File: src/rtl/divekick_pkg.sv
// Shared encodings for the fight judge: fighter poses, sprite geometry,
// kick/body hit-box offsets relative to a sprite's top-left, and FSM states.
package divekick_pkg;

  typedef enum logic [2:0] {
    POSE_GROUND      = 3'd0,
    POSE_JUMP        = 3'd1,
    POSE_KICK_R      = 3'd2,
    POSE_BACK_GROUND = 3'd3,
    POSE_BACK_JUMP   = 3'd4,
    POSE_KICK_L      = 3'd5
  } pose_e;

  localparam int SPRITE_W = 72;
  localparam int SPRITE_H = 105;

  localparam int KICK_R_X_LO = 47;
  localparam int KICK_R_X_HI = SPRITE_W;
  localparam int KICK_L_X_LO = 0;
  localparam int KICK_L_X_HI = 25;
  localparam int KICK_Y_LO   = 77;
  localparam int KICK_Y_HI   = SPRITE_H;

  localparam int BODY_Y_LO        = 7;
  localparam int BODY_Y_HI        = 64;
  localparam int BODY_FRONT_X_LO  = 17;
  localparam int BODY_FRONT_X_HI  = 53;
  localparam int BODY_BACK_X_LO   = 19;
  localparam int BODY_BACK_X_HI   = 55;

  typedef enum logic [1:0] {
    ST_FIGHT      = 2'd0,
    ST_FREEZE     = 2'd1,
    ST_ROUND_END  = 2'd2,
    ST_MATCH_OVER = 2'd3
  } judge_state_e;

  typedef enum logic [1:0] {
    WIN_NONE = 2'd0,
    WIN_P1   = 2'd1,
    WIN_P2   = 2'd2,
    WIN_DRAW = 2'd3
  } winner_e;

  function automatic logic is_kick_pose(input logic [2:0] pose);
    return (pose == POSE_KICK_R) || (pose == POSE_KICK_L);
  endfunction

  // Facing-away poses shift the body box two pixels to the right.
  function automatic logic is_back_pose(input logic [2:0] pose);
    return (pose == POSE_BACK_GROUND) || (pose == POSE_BACK_JUMP) || (pose == POSE_KICK_L);
  endfunction

endpackage

File: src/rtl/hitbox_overlap.sv
// Combinational inclusive rectangle intersect: rectangles touching on an
// edge pixel count as overlapping; a_valid gates the result.
module hitbox_overlap #(
  parameter int W = 11
) (
  input  logic         a_valid,
  input  logic [W-1:0] a_l,
  input  logic [W-1:0] a_r,
  input  logic [W-1:0] a_t,
  input  logic [W-1:0] a_b,
  input  logic [W-1:0] b_l,
  input  logic [W-1:0] b_r,
  input  logic [W-1:0] b_t,
  input  logic [W-1:0] b_b,
  output logic         overlap
);

  logic disjoint;

  always_comb begin
    disjoint = (a_l > b_r) || (b_l > a_r) || (a_t > b_b) || (b_t > a_b);
    overlap  = a_valid && !disjoint;
  end

endmodule

File: src/rtl/hit_judge.sv
// Fight judge: detects landed kicks on frame ticks, applies damage, freezes
// play after each hit and tracks rounds. Optional HIT_JUDGE_DOUBLE_KO_EN.
module hit_judge
  import divekick_pkg::*;
#(
  parameter int COORD_W       = 10,
  parameter int HEALTH_MAX    = 144,
  parameter int DAMAGE        = 8,
  parameter int FREEZE_FRAMES = 30,
  parameter int ROUNDS_TO_WIN = 3
) (
  input  logic                                 Clk,
  input  logic                                 Reset,
  input  logic                                 frame_clk,
  input  logic [2:0]                           p1_state,
  input  logic [2:0]                           p2_state,
  input  logic [COORD_W-1:0]                   player1_X_Pos,
  input  logic [COORD_W-1:0]                   player1_Y_Pos,
  input  logic [COORD_W-1:0]                   player2_X_Pos,
  input  logic [COORD_W-1:0]                   player2_Y_Pos,
  output logic                                 Freeze,
  output logic [$clog2(HEALTH_MAX+1)-1:0]      p1_health,
  output logic [$clog2(HEALTH_MAX+1)-1:0]      p2_health,
  output logic [$clog2(ROUNDS_TO_WIN+1)-1:0]   p1_rounds,
  output logic [$clog2(ROUNDS_TO_WIN+1)-1:0]   p2_rounds,
  output logic                                 hit_p1,
  output logic                                 hit_p2,
  output logic                                 match_over,
  output logic [1:0]                           winner
);

  // One extra bit keeps boxes near the right/bottom screen edge from wrapping.
  localparam int CW = COORD_W + 1;
  localparam int HW = $clog2(HEALTH_MAX + 1);
  localparam int RW = $clog2(ROUNDS_TO_WIN + 1);
  localparam int FW = (FREEZE_FRAMES > 0) ? $clog2(FREEZE_FRAMES + 1) : 1;

  localparam logic [HW-1:0] HEALTH_FULL = HW'(HEALTH_MAX);
  localparam logic [RW-1:0] ROUNDS_FULL = RW'(ROUNDS_TO_WIN);
  localparam logic [FW-1:0] FREEZE_LOAD = FW'(FREEZE_FRAMES);

  typedef struct packed {
    logic [CW-1:0] l;
    logic [CW-1:0] r;
    logic [CW-1:0] t;
    logic [CW-1:0] b;
  } rect_t;

  function automatic rect_t kick_rect(input logic [2:0] pose,
                                      input logic [COORD_W-1:0] x,
                                      input logic [COORD_W-1:0] y);
    rect_t         rc;
    logic [CW-1:0] xe;
    logic [CW-1:0] ye;
    xe = {1'b0, x};
    ye = {1'b0, y};
    if (pose == POSE_KICK_L) begin
      rc.l = xe + CW'(KICK_L_X_LO);
      rc.r = xe + CW'(KICK_L_X_HI);
    end else begin
      rc.l = xe + CW'(KICK_R_X_LO);
      rc.r = xe + CW'(KICK_R_X_HI);
    end
    rc.t = ye + CW'(KICK_Y_LO);
    rc.b = ye + CW'(KICK_Y_HI);
    return rc;
  endfunction

  function automatic rect_t body_rect(input logic [2:0] pose,
                                      input logic [COORD_W-1:0] x,
                                      input logic [COORD_W-1:0] y);
    rect_t         rc;
    logic [CW-1:0] xe;
    logic [CW-1:0] ye;
    xe = {1'b0, x};
    ye = {1'b0, y};
    if (is_back_pose(pose)) begin
      rc.l = xe + CW'(BODY_BACK_X_LO);
      rc.r = xe + CW'(BODY_BACK_X_HI);
    end else begin
      rc.l = xe + CW'(BODY_FRONT_X_LO);
      rc.r = xe + CW'(BODY_FRONT_X_HI);
    end
    rc.t = ye + CW'(BODY_Y_LO);
    rc.b = ye + CW'(BODY_Y_HI);
    return rc;
  endfunction

  function automatic logic [HW-1:0] take_damage(input logic [HW-1:0] h);
    if (int'(h) > DAMAGE) return h - HW'(DAMAGE);
    else                  return '0;
  endfunction

  function automatic logic [RW-1:0] round_inc(input logic [RW-1:0] r);
    return (r == ROUNDS_FULL) ? r : r + RW'(1);
  endfunction

  // Hit boxes
  rect_t p1_kick_d, p1_kick_q, p2_kick_d, p2_kick_q;
  rect_t p1_body_d, p1_body_q, p2_body_d, p2_body_q;
  logic  p1_kick_v_d, p1_kick_v_q, p2_kick_v_d, p2_kick_v_q;
  logic  p1_lands_ov, p2_lands_ov;
  logic  p1_lands, p2_lands;

  // Frame tick detector
  logic frame_sync_d, frame_sync_q;
  logic frame_prev_d, frame_prev_q;
  logic tick_d, tick_q;

  // Judge state
  judge_state_e  state_d, state_q;
  logic [FW-1:0] cnt_d, cnt_q;
  logic [HW-1:0] p1_health_d, p1_health_q, p2_health_d, p2_health_q;
  logic [RW-1:0] p1_rounds_d, p1_rounds_q, p2_rounds_d, p2_rounds_q;
  logic          hit_p1_d, hit_p1_q, hit_p2_d, hit_p2_q;

  always_comb begin
    p1_kick_d    = kick_rect(p1_state, player1_X_Pos, player1_Y_Pos);
    p2_kick_d    = kick_rect(p2_state, player2_X_Pos, player2_Y_Pos);
    p1_body_d    = body_rect(p1_state, player1_X_Pos, player1_Y_Pos);
    p2_body_d    = body_rect(p2_state, player2_X_Pos, player2_Y_Pos);
    p1_kick_v_d  = is_kick_pose(p1_state);
    p2_kick_v_d  = is_kick_pose(p2_state);
    frame_sync_d = frame_clk;
    frame_prev_d = frame_sync_q;
    tick_d       = frame_sync_q && !frame_prev_q;
  end

  // NOTE: pure datapath registers carry no reset; they are fully rewritten
  // from the inputs every cycle and nothing reads them before that.
  always_ff @(posedge Clk) begin
    p1_kick_q   <= p1_kick_d;
    p2_kick_q   <= p2_kick_d;
    p1_body_q   <= p1_body_d;
    p2_body_q   <= p2_body_d;
    p1_kick_v_q <= p1_kick_v_d;
    p2_kick_v_q <= p2_kick_v_d;
  end

  hitbox_overlap #(.W(CW)) u_p1_attacks (
    .a_valid (p1_kick_v_q),
    .a_l     (p1_kick_q.l),
    .a_r     (p1_kick_q.r),
    .a_t     (p1_kick_q.t),
    .a_b     (p1_kick_q.b),
    .b_l     (p2_body_q.l),
    .b_r     (p2_body_q.r),
    .b_t     (p2_body_q.t),
    .b_b     (p2_body_q.b),
    .overlap (p1_lands_ov)
  );

  hitbox_overlap #(.W(CW)) u_p2_attacks (
    .a_valid (p2_kick_v_q),
    .a_l     (p2_kick_q.l),
    .a_r     (p2_kick_q.r),
    .a_t     (p2_kick_q.t),
    .a_b     (p2_kick_q.b),
    .b_l     (p1_body_q.l),
    .b_r     (p1_body_q.r),
    .b_t     (p1_body_q.t),
    .b_b     (p1_body_q.b),
    .overlap (p2_lands_ov)
  );

`ifdef HIT_JUDGE_DOUBLE_KO_EN
  assign p1_lands = p1_lands_ov;
  assign p2_lands = p2_lands_ov;
`else
  // Player 1 wins a simultaneous exchange.
  assign p1_lands = p1_lands_ov;
  assign p2_lands = p2_lands_ov && !p1_lands_ov;
`endif

  // NOTE: sequential state uses non-blocking assignments only, so every
  // flop samples the pre-edge value of every other flop.
  always_ff @(posedge Clk) begin
    if (Reset) begin
      frame_sync_q <= 1'b0;
      frame_prev_q <= 1'b0;
      tick_q       <= 1'b0;
      state_q      <= ST_FIGHT;
      cnt_q        <= '0;
      p1_health_q  <= HEALTH_FULL;
      p2_health_q  <= HEALTH_FULL;
      p1_rounds_q  <= '0;
      p2_rounds_q  <= '0;
      hit_p1_q     <= 1'b0;
      hit_p2_q     <= 1'b0;
    end else begin
      frame_sync_q <= frame_sync_d;
      frame_prev_q <= frame_prev_d;
      tick_q       <= tick_d;
      state_q      <= state_d;
      cnt_q        <= cnt_d;
      p1_health_q  <= p1_health_d;
      p2_health_q  <= p2_health_d;
      p1_rounds_q  <= p1_rounds_d;
      p2_rounds_q  <= p2_rounds_d;
      hit_p1_q     <= hit_p1_d;
      hit_p2_q     <= hit_p2_d;
    end
  end

  // NOTE: every variable gets a default before the case so no path leaves
  // one unassigned, which would otherwise infer a latch.
  always_comb begin
    state_d     = state_q;
    cnt_d       = cnt_q;
    p1_health_d = p1_health_q;
    p2_health_d = p2_health_q;
    p1_rounds_d = p1_rounds_q;
    p2_rounds_d = p2_rounds_q;
    hit_p1_d    = 1'b0;
    hit_p2_d    = 1'b0;
    case (state_q)
      ST_FIGHT: begin
        if (tick_q && (p1_lands || p2_lands)) begin
          hit_p1_d = p1_lands;
          hit_p2_d = p2_lands;
          if (p1_lands) p2_health_d = take_damage(p2_health_q);
          if (p2_lands) p1_health_d = take_damage(p1_health_q);
          cnt_d   = FREEZE_LOAD;
          state_d = ST_FREEZE;
        end
      end
      ST_FREEZE: begin
        if (tick_q) begin
          // A count of 1 or 0 means this tick is the last frozen frame.
          if (cnt_q <= FW'(1)) begin
            cnt_d   = '0;
            state_d = (p1_health_q == '0 || p2_health_q == '0) ? ST_ROUND_END : ST_FIGHT;
          end else begin
            cnt_d = cnt_q - FW'(1);
          end
        end
      end
      ST_ROUND_END: begin
        if (p2_health_q == '0) p1_rounds_d = round_inc(p1_rounds_q);
        if (p1_health_q == '0) p2_rounds_d = round_inc(p2_rounds_q);
        p1_health_d = HEALTH_FULL;
        p2_health_d = HEALTH_FULL;
        state_d = (p1_rounds_d == ROUNDS_FULL || p2_rounds_d == ROUNDS_FULL) ?
                  ST_MATCH_OVER : ST_FIGHT;
      end
      ST_MATCH_OVER: ;
      default: state_d = ST_FIGHT;
    endcase
  end

  always_comb begin
    Freeze     = 1'b0;
    match_over = 1'b0;
    winner     = WIN_NONE;
    case (state_q)
      ST_FREEZE: Freeze = 1'b1;
      ST_MATCH_OVER: begin
        Freeze     = 1'b1;
        match_over = 1'b1;
        if (p1_rounds_q == ROUNDS_FULL && p2_rounds_q == ROUNDS_FULL) winner = WIN_DRAW;
        else if (p1_rounds_q == ROUNDS_FULL)                         winner = WIN_P1;
        else                                                          winner = WIN_P2;
      end
      default: ;
    endcase
  end

  assign p1_health = p1_health_q;
  assign p2_health = p2_health_q;
  assign p1_rounds = p1_rounds_q;
  assign p2_rounds = p2_rounds_q;
  assign hit_p1    = hit_p1_q;
  assign hit_p2    = hit_p2_q;

endmodule
File: config.mk
export PLATFORM = sky130hd
export DESIGN_NAME = hit_judge
export DESIGN_NICKNAME = d
export VERILOG_FILES = /design/src/rtl/divekick_pkg.sv /design/src/rtl/hitbox_overlap.sv /design/src/rtl/hit_judge.sv
export SDC_FILE = /design/constraint.sdc
export NUM_CORES = 1
export LEC_CHECK = 0
export CORE_UTILIZATION = 60
export CTS_BUF_LIST = sky130_fd_sc_hd__clkbuf_8
export CTS_CLUSTER_SIZE = 20
export DETAILED_ROUTE_END_ITERATION = 12
export PLACE_DENSITY = 0.91
export SLEW_MARGIN = 20
export SYNTH_ARGS = -nofsm -noshare
export SYNTH_HDL_FRONTEND = slang
export SYNTH_SLANG_ARGS = --single-unit
File: constraint.sdc
create_clock -name Clk -period 4.4 [get_ports Clk]
set_input_delay 0.44 -clock Clk [delete_from_list [all_inputs] [get_ports Clk]]
set_output_delay 0.44 -clock Clk [all_outputs]
set_load 0.02 [all_outputs]
==> results of run 1 <==
where the power goes:
part,leakage (uW),switching [uW],internal (uW)
registers,0.00162,59.5,1910
logic,0.00316,522,367
clock network,0.000167,596,447
total,0.00495,1180,2730
registers in the layout, indices dropped and copies added, names as in the netlist:
signal and count:
p1_kick_v_q 1, cnt_q 5, p2_kick_q 41, p1_rounds 2, p1_kick_q 41, frame_prev_d 1, hit_p2 1, p2_body_q 42
p2_rounds 2, state_q 2, hit_p1 1, p1_body_q 42, p2_kick_v_q 1, p1_health 5, frame_prev_q 1, tick_q 1
p2_health 5
synth_stat cells, types with 2 or more instances:
master	count
sky130_fd_sc_hd__nand2b_1	11
sky130_fd_sc_hd__o22ai_1	4
sky130_fd_sc_hd__xor2_1	34
sky130_fd_sc_hd__and2_1	4
sky130_fd_sc_hd__a31oi_1	12
sky130_fd_sc_hd__o21a_1	5
sky130_fd_sc_hd__xnor2_1	76
sky130_fd_sc_hd__o21bai_1	3
sky130_fd_sc_hd__buf_1	4
sky130_fd_sc_hd__buf_4	6
sky130_fd_sc_hd__a211o_1	3
sky130_fd_sc_hd__nor4_1	7
sky130_fd_sc_hd__a21o_1	18
sky130_fd_sc_hd__nand3b_1	12
sky130_fd_sc_hd__clkbuf_1	36
sky130_fd_sc_hd__fa_1	2
sky130_fd_sc_hd__nand4_1	29
sky130_fd_sc_hd__or2_2	5
sky130_fd_sc_hd__nand2_1	77
sky130_fd_sc_hd__inv_1	136
sky130_fd_sc_hd__a2bb2oi_1	2
sky130_fd_sc_hd__a41oi_1	2
sky130_fd_sc_hd__dfxtp_1	194
sky130_fd_sc_hd__nor3_1	21
sky130_fd_sc_hd__o41ai_1	2
sky130_fd_sc_hd__nor2b_1	5
sky130_fd_sc_hd__o31a_1	3
sky130_fd_sc_hd__a21oi_1	65
sky130_fd_sc_hd__nand3_1	19
sky130_fd_sc_hd__and4_1	2
sky130_fd_sc_hd__or3_1	6
sky130_fd_sc_hd__nor2_1	80
sky130_fd_sc_hd__or4_1	2
sky130_fd_sc_hd__a211oi_1	11
sky130_fd_sc_hd__and3_1	6
sky130_fd_sc_hd__mux2i_1	4
sky130_fd_sc_hd__o21ai_0	31
sky130_fd_sc_hd__o22a_1	2
sky130_fd_sc_hd__ha_1	120
sky130_fd_sc_hd__o211ai_1	3
sky130_fd_sc_hd__o31ai_1	2
metrics by stage:
stage	cells	area [um^2]	util	total power, uW	hold WS, ns
finish	1367	11000	0.686	3900	0.374
global route	1367	11000	0.686	4110	0.385
CTS	1367	11000	0.686	3910	0.377
detailed placement	1338	10600	0.665	2880	0.378
global placement	1338	10600	0.665	2830	0.372
floorplan	1101	9900	-	2620	0.367
cells in the final DEF (no fill, tap or decap), drive strengths merged, types with 3 or more instances in the layout:
master | netlist | routed
o31a | 3 | 3
xor2 | 34 | 34
a211oi | 11 | 11
clkbuf | 36 | 18
conb | 1 | 6
ha | 120 | 120
nor2 | 80 | 80
a31oi | 12 | 12
nand2b | 11 | 11
inv | 137 | 140
nor3 | 21 | 21
clkdlybuf4s50 | 0 | 68
dfxtp | 194 | 194
and3 | 6 | 6
nand3 | 19 | 19
and2 | 4 | 4
a21oi | 65 | 65
nand4 | 29 | 29
or3 | 6 | 6
nor2b | 5 | 5
nand3b | 12 | 12
clkinvlp | 0 | 5
nand2 | 77 | 77
a211o | 3 | 3
o21a | 5 | 5
a21o | 18 | 18
xnor2 | 76 | 76
o311ai | 3 | 3
nor4 | 8 | 8
o21ai | 31 | 31
o21bai | 3 | 3
clkinv | 1 | 3
o211ai | 4 | 4
mux2i | 4 | 4
or2 | 6 | 6
o22ai | 4 | 4
cells by family after synthesis:
group           after synthesis
simple gates                291
flops                       194
compound gates              188
buf+inv                     185
fa+ha+maj                   122
xor+xnor                    110
mux                           5
other cells                   1
final timing paths:
path / slack, ns / from / depth (start not counted) / to
setup / recovery: 1.62 / p1_body_q[9] / 9 / state_q[1]
hold / removal: 0.37 / frame_prev_q / 1 / tick_q
setup reg to reg: 1.62 / p1_body_q[9] / 9 / state_q[1]
hold reg to reg: 0.37 / frame_prev_q / 1 / tick_q
metal layers:
layer,up-vias,track usage
li1,3772,-
met1,3529,0.316
met2,221,0.478
met3,56,0.0459
met4,0,0.131
met5,-,0
final cells by class:
| class | instances | area [um^2] | area share |
|---|---|---|---|
| clock buffers | 18 | 248 | 0.0226 |
| clock inverters | 11 | 93.8 | 0.00854 |
| inverters | 138 | 518 | 0.0472 |
| multi-input cells | 722 | 5290 | 0.482 |
| flip-flops and latches | 194 | 3880 | 0.354 |
| well taps | 216 | 270 | 0.0246 |
| repair buffers | 68 | 681 | 0.0620 |
==> results.json, run 1 <==
{
  "outcome": "completed",
  "fill_cells": 1249,
  "cpLargestDelayFamily": "compound AO/OA/AOI/OAI gates",
  "timing.slew.headroom": 0.456,
  "htree_num_levels": 4,
  "hold_viol": 0,
  "ctsHoldBuffers": 0,
  "grt_setup_unrepaired": "false",
  "floorplan.core_area_mm2": 0.0160,
  "antennaDiodeCount": 0,
  "syn_area_per_cell_um2": 9.01,
  "start_kind": "register",
  "avgViaCountPerCell": 5.54,
  "path_max_fanout": 3,
  "cts-resized-gates": 0,
  "cp.required_ns": 4.76,
  "hold_path_class": "register to register",
  "vdd_ir_drop_max_mv": 0.208,
  "port-buffer-count": 68,
  "detailroute.wirelength.met2_um": 10900,
  "ys_ff_latch": 194,
  "global_route.usage.total": 0.270,
  "timing.critical_path.arrival_ns": 3.14,
  "clkLatencyLatePin_ns": 0.47,
  "drc": 0,
  "cp_cell_sequence": "inv_1 > ha_1 > a21o_1 > a21oi_1 > nor4b_1 > o22ai_1 > o41ai_1 > nor4_1 > a311o_1",
  "setup-violations-final": 0,
  "post_route_skew_ns": 0.0156,
  "floorplan.initialDensity": 0.617,
  "clk_path_buf_depth": 2,
  "synth_compound_area_frac": 0.130,
  "synth_top_cells_by_area": "sky130_fd_sc_hd__dfxtp_1 39%, sky130_fd_sc_hd__ha_1 15%, sky130_fd_sc_hd__xnor2_1 6.7%",
  "synth_top_family_by_area": "adder cells",
  "fraction_of_layout_instances_using_a_drive_strength_above_1": 0.0382,
  "routed_wl_um": 21700,
  "layout_min_cycle_time_ns": 2.78,
  "std_cell_rows": 46,
  "yosysSeqAreaShare": 0.393,
  "cts_tree": "done",
  "postSynthCellCount": 1096,
  "clk_transition_reported_paths_ns": 0.10,
  "slowest_delay_ns": 0.63,
  "critical_path_buf_inv_count": 1,
  "finalWorstSetupSlack_ns": 1.62,
  "clock-sinks": 194,
  "critical_path_end_type": "register",
  "synth_xor_xnor_area_share": 0.0975,
  "slew_viol_final": 0,
  "first_pass_iteration_count_of_the_detailed_router": 5,
  "synthSimpleGateAreaFrac": 0.145,
  "grt_pass1_wl_um": 35100,
  "overflow": 0,
  "cts_made_buffers": 17,
  "async_reset_ff_frac": 0,
  "critPathSlowestCell": "sky130_fd_sc_hd__o41ai_1",
  "tightestPinTransition_ns": 0.813,
  "grt_max_degree": 23,
  "adder_and_majority_gate_portion_of_the_synthesized_area": 0.156,
  "yosysTopAreaCell": "sky130_fd_sc_hd__dfxtp_1",
  "yosys.area.top_type_share": 0.393,
  "drt-wirelength-per-cell_um": 15.9,
  "syn_area_mm2": 0.00988,
  "die-height_um": 130,
  "clock_tree.root_cell": "sky130_fd_sc_hd__clkbuf_8",
  "synth_warnings": 0,
  "highest_layer": "met4",
  "die_x_um": 130,
  "yosys.cell_types.count": 71,
  "max_cap_violations": 0,
  "max_clock_freq_ghz": 0.360,
  "io_pins": 75,
  "met3_wirelength_um": 973,
  "fin_nets": 1312,
  "drt_iter0_drc": 485,
  "layout-area-overhead-vs-synth_pct": 11.2,
  "drt.antenna.violating_nets": 0,
  "synth.area.mux_share": 0.00519,
  "leakage_uw": 0.00495,
  "ws_path_type": "register to register",
  "cts.repair_timing.setup_buffer_count": 0,
  "power-per-cell-area_mw_per_mm2": 355,
  "number_of_flops_mapped_to_enable_cells_by_yosys": 0,
  "fin_tns_setup_ns": 0,
  "dr_total_vias": 7578,
  "detailed_place_hpwl_um": 16700,
  "timing.final.crit_share": 0.632,
  "dpl_ws_ns": 1.53,
  "fp.dieArea_mm2": 0.0170,
  "place_congestion": 0.936,
  "antenna_found_initial": 0,
  "m1WireLength_um": 9080,
  "grt_pass1_vias": 7423,
  "synthFlopType": "sky130_fd_sc_hd__dfxtp_1"
}
(Power assumes the default switching activity.)
==> run 2, diff against run 1 <==
clock period = 2.6 ns   (was 4.4 ns; I/O delays follow)
==> results.json, run 2 (same netlist as run 1, synthesis figures left out) <==
{
  "outcome": "complete, but fails checks",
  "failing_checks": "setup timing",
  "hold_viol": 0,
  "grt_pass1_vias": 8029,
  "clkLatencyLatePin_ns": 0.50,
  "critPathSlowestCell": "sky130_fd_sc_hd__o41a_1",
  "antennaDiodeCount": 0,
  "std_cell_rows": 46,
  "power_switching_uw": 2330,
  "p_int_uw": 4990,
  "drt-wirelength-per-cell_um": 17.9,
  "hold_path_class": "primary input to register",
  "layout_min_cycle_time_ns": 2.70,
  "cp.required_ns": 2.99,
  "cp_cell_sequence": "inv_1 > ha_1 > a211oi_1 > nor2_1 > o32a_1 > buf_4 > o41a_1 > buf_4 > a211oi_1 > nor4_1",
  "fp.dieArea_mm2": 0.0170,
  "htree_num_levels": 4,
  "total_power_uw": 7320,
  "fin_nets": 1351,
  "global_route.usage.total": 0.299,
  "critical_path_end_type": "register",
  "floorplan.initialDensity": 0.617,
  "timing.slew.headroom": 0.580,
  "fraction_of_layout_instances_using_a_drive_strength_above_1": 0.0972,
  "setup-violations-final": 5,
  "p_comb_frac": 0.248,
  "detailed_place_hpwl_um": 17300,
  "layout-area-overhead-vs-synth_pct": 17.4,
  "regs_by_ff_count": "p1_body_q: 42 flops, p2_body_q: 42 flops",
  "die-height_um": 130,
  "most-common-layout-cells": "190 x sky130_fd_sc_hd__dfxtp_1, 135 x sky130_fd_sc_hd__inv_1, 114 x sky130_fd_sc_hd__ha_1, 80 x sky130_fd_sc_hd__nor2_1, 77 x sky130_fd_sc_hd__nand2_1",
  "power-per-cell-area_mw_per_mm2": 631,
  "leakage_uw": 0.00520,
  "drt_iter0_drc": 686,
  "antenna_found_initial": 0,
  "p_seq_frac": 0.458,
  "fin_tns_setup_ns": -0.236,
  "grt_setup_unrepaired": "true",
  "netSwitchingFraction": 0.318,
  "ws_path_type": "register to register",
  "layout.cells.most_common": "sky130_fd_sc_hd__dfxtp_1",
  "clk_path_buf_depth": 2,
  "vdd_ir_drop_max_mv": 0.456,
  "grt_max_degree": 19,
  "clock-sinks": 194,
  "drc": 0,
  "clock_tree.root_cell": "sky130_fd_sc_hd__clkbuf_8",
  "timing.critical_path.arrival_ns": 3.09,
  "timing.final.crit_share": 1.04,
  "avgViaCountPerCell": 5.83,
  "io_pins": 75,
  "max_cap_violations": 0,
  "place_congestion": 0.903,
  "first_pass_iteration_count_of_the_detailed_router": 7,
  "dpl_ws_ns": -0.134,
  "dr_total_vias": 8221,
  "post_route_skew_ns": 0.0216,
  "clk_transition_reported_paths_ns": 0.11,
  "share_of_power_burned_in_the_clock_network": 0.294,
  "finalWorstSetupSlack_ns": -0.103,
  "tightestPinTransition_ns": 0.623,
  "slew_viol_final": 0,
  "start_kind": "register",
  "cts_tree": "done",
  "cts_made_buffers": 17,
  "routed_wl_um": 25300,
  "final_instance_count_without_filler_cells": 1409,
  "max_clock_freq_ghz": 0.370,
  "drt.antenna.violating_nets": 0,
  "path_max_fanout": 3,
  "overflow": 0,
  "die_x_um": 130,
  "floorplan.core_area_mm2": 0.0160,
  "dp.cells": 1368,
  "port-buffer-count": 68,
  "slowest_delay_ns": 0.47,
  "ctsHoldBuffers": 0,
  "grt_pass1_wl_um": 38700
}
[run 2: cell types whose count changed in the layout (fill, tap and decap cells not counted), moves of 4 or more]
cell and change:
sky130_fd_sc_hd__ha_4 +6, sky130_fd_sc_hd__a21oi_1 -8, sky130_fd_sc_hd__a21oi_2 +7, sky130_fd_sc_hd__dfxtp_2 +4, sky130_fd_sc_hd__ha_1 -6, sky130_fd_sc_hd__dfxtp_1 -4
sky130_fd_sc_hd__inv_6 +4, sky130_fd_sc_hd__buf_4 +37
[run 2: repair_timing]
| action | 4_1_cts | 5_1_grt |
|---|---|---|
| pin swaps | 9 | 17 |
| endpoints found under the hold margin | 0 | 0 |
| setup buffers | 1 | 7 |
| gates cloned | 0 | 1 |
| resized for setup | 17 | 21 |
| setup endpoints to repair | 8 | 15 |
[run 2: area by class of cell]
cell class | count | area [um^2]
repair buffers | 106 | 970
fillers | 1048 | 4410
flip-flops and latches | 194 | 3890
clock inverters | 15 | 200
well taps | 216 | 270
inverters | 138 | 518
clock buffers | 17 | 234
multi-input cells | 723 | 5510
[run 2: critical path, delay by kind of cell, from the launching register on]
family                   cells  cell delay [ns]
AND/OR/NAND/NOR              2             0.21
buffers and inverters        3             0.36
AO/OA/AOI/OAI                4             1.38
adder cells (fa/ha/maj)      1             0.31
flip-flops                   1             0.33
[run 2: path summary, 6_finish.rpt]
kind,slack [ns],cells past startpoint,from,endpoint
hold / removal,0.32,2,frame_clk,frame_prev_d
hold reg to reg,0.39,1,frame_prev_q,tick_q
setup reg to reg,-0.10,10,p2_kick_q[30],cnt_q[2]
setup / recovery,-0.10,10,p2_kick_q[30],cnt_q[2]
[run 2: metrics by stage]
| stage | utilization | hold slack (ns) | cell area, um^2 |
|---|---|---|---|
| after detailed placement | 0.679 | 0.383 | 10900 |
| after global placement | 0.679 | 0.377 | 10900 |
| after CTS | 0.714 | 0.315 | 11400 |
| final | 0.725 | 0.325 | 11600 |
| after floorplan | - | 0.288 | 9900 |
| after global routing | 0.725 | 0.332 | 11600 |
[run 2: power by group through the flow]
stage / combinational (uW) / sequential, uW / clock, uW
after global placement: 1470 / 3400 / 0
after detailed placement: 1550 / 3400 / 0
after CTS: 1630 / 3340 / 2140
after floorplan: 1070 / 3370 / 0
after global routing: 1960 / 3370 / 2290
final: 1820 / 3350 / 2150
[run 2: per-layer routing]
layer  track usage  wire (um)  vias up
met1         0.347       9900     3845
li1              -          -     3856
met2         0.513      12400      400
met5             0          0        -
met3        0.0648       1690      120
met4         0.160       1310        0
==> run 3, diff against run 2 <==
PLACE_DENSITY = 0.86   (was 0.91)
SKIP_LAST_GASP = 1   (was default)
==> results.json, run 3 (same netlist as run 1, synthesis figures left out) <==
{
  "regs_by_ff_count": "p1_body_q: 42 flops, p2_body_q: 42 flops",
  "antennaDiodeCount": 0,
  "setup-violations-final": 2,
  "die_x_um": 130,
  "finalWorstSetupSlack_ns": -0.00202,
  "floorplan.initialDensity": 0.617,
  "port-buffer-count": 68,
  "start_kind": "register",
  "fin_nets": 1356,
  "hold_viol": 0,
  "grt_pass1_vias": 7804,
  "p_seq_frac": 0.465,
  "layout_min_cycle_time_ns": 2.60,
  "clkLatencyLatePin_ns": 0.47,
  "max_clock_freq_ghz": 0.384,
  "cts_made_buffers": 17,
  "critical_path_end_type": "register",
  "final-seq-area_mm2": 0.00389,
  "clk_transition_reported_paths_ns": 0.10,
  "crit_path_frequent_cell": "sky130_fd_sc_hd__buf_4",
  "fp.dieArea_mm2": 0.0170,
  "layout-area-overhead-vs-synth_pct": 18.0,
  "place_congestion": 0.897,
  "hold_path_class": "primary input to register",
  "timing.critical_path.arrival_ns": 2.96,
  "first_pass_iteration_count_of_the_detailed_router": 5,
  "max_cap_violations": 0,
  "grt_pass1_wl_um": 36700,
  "tightestPinTransition_ns": 0.663,
  "leakage_uw": 0.00524,
  "drc": 0,
  "clock-sinks": 194,
  "io_pins": 75,
  "avgViaCountPerCell": 5.62,
  "multiInputGateArea_mm2": 0.00554,
  "ws_path_type": "register to register",
  "global_route.usage.total": 0.284,
  "share_of_power_burned_in_the_clock_network": 0.294,
  "p_int_uw": 5080,
  "routed_wl_um": 23600,
  "critPathSlowestCell": "sky130_fd_sc_hd__or3_4",
  "drt.antenna.violating_nets": 0,
  "p_comb_frac": 0.241,
  "most-common-layout-cells": "188 x sky130_fd_sc_hd__dfxtp_1, 136 x sky130_fd_sc_hd__inv_1, 111 x sky130_fd_sc_hd__ha_1, 80 x sky130_fd_sc_hd__nor2_1, 77 x sky130_fd_sc_hd__nand2_1",
  "clk_path_buf_depth": 2,
  "fin_tns_setup_ns": -0.00237,
  "power_switching_uw": 2130,
  "htree_num_levels": 4,
  "cp.required_ns": 2.95,
  "clock_tree.root_cell": "sky130_fd_sc_hd__clkbuf_8",
  "cpLargestDelayFamily": "simple AND/OR/NAND/NOR gates",
  "grt_setup_unrepaired": "true",
  "vdd_ir_drop_max_mv": 0.430,
  "grt_max_degree": 17,
  "postLayoutCoreUtil": 0.728,
  "dr_total_vias": 7941,
  "layout.cells.most_common": "sky130_fd_sc_hd__dfxtp_1",
  "fraction_of_layout_instances_using_a_drive_strength_above_1": 0.103,
  "failing_checks": "setup timing",
  "overflow": 0,
  "slew_viol_final": 0,
  "critical_path_buf_inv_count": 4,
  "cp_cell_sequence": "inv_1 > ha_1 > nand4_1 > buf_4 > nor3_2 > buf_4 > o2111ai_4 > or3_4 > buf_4 > a31oi_1 > o22ai_1",
  "std_cell_rows": 46,
  "post_route_skew_ns": 0.0148,
  "detailed_place_hpwl_um": 17200,
  "fill_cells": 1101,
  "outcome": "complete, but fails checks",
  "floorplan.core_area_mm2": 0.0160,
  "die-height_um": 130,
  "drt-wirelength-per-cell_um": 16.7,
  "path_max_fanout": 5,
  "drt_iter0_drc": 501,
  "timing.final.crit_share": 1.00,
  "cts_tree": "done",
  "netSwitchingFraction": 0.295,
  "slowest_delay_ns": 0.40,
  "timing.slew.headroom": 0.556,
  "antenna_found_initial": 0,
  "power-per-cell-area_mw_per_mm2": 618
}
==> run 3: per-layer routing <==
metal | GRT usage | routed length [um] | vias to the layer above
met2 | 0.505 | 11800 | 276
met5 | 0 | 0 | -
met4 | 0.135 | 983 | 0
met3 | 0.0517 | 1140 | 86
met1 | 0.328 | 9690 | 3713
li1 | - | - | 3866
==> run 3: final timing paths <==
kind / depth (start not counted) / slack [ns] / to / startpoint
max: 11 / -0.002 / cnt_q[4] / p2_body_q[6]
max reg2reg: 11 / -0.002 / cnt_q[4] / p2_body_q[6]
min reg2reg: 1 / 0.40 / tick_q / frame_prev_q
min: 2 / 0.35 / frame_prev_d / frame_clk
==> run 3: through the flow <==
step	hold slack [ns]	setup slack, ns	cells	power, uW	instance area [um^2]
after CTS	0.345	-0.00429	1402	7010	11300
after floorplan	0.288	0.173	1101	4440	9900
after detailed placement	0.389	-0.0409	1371	4940	10900
after global placement	0.386	0.0276	1371	4870	10900
after global routing	0.351	-0.127	1413	7530	11700
final	0.348	-0.00202	1413	7210	11700
==> run 3: repair_timing <==
item | in CTS | in global routing
setup endpoints to repair | 2 | 16
hold endpoints to repair | 0 | 0
gates resized for setup | 2 | 43
buffers inserted | 0 | 10
cloned | 0 | 1
pin swaps | 1 | 16
hold buffers | 0 | 0
==> run 3: final cells by class <==
| class | count | area share |
|---|---|---|
| multi-input cells | 723 | 0.475 |
| flip-flops and latches | 194 | 0.334 |
| repair buffers | 111 | 0.0864 |
| inverters | 138 | 0.0444 |
| well taps | 216 | 0.0232 |
| clock buffers | 19 | 0.0224 |
| clock inverters | 12 | 0.0142 |
==> run 3: power by group through the flow <==
stage / clock (uW) / sequential (uW) / combinational, uW
2_1_floorplan: 0 / 3370 / 1070
3_3_place_gp: 0 / 3400 / 1470
3_5_place_dp: 0 / 3410 / 1530
4_1_cts: 2120 / 3340 / 1550
5_1_grt: 2240 / 3370 / 1910
6_report: 2120 / 3350 / 1740
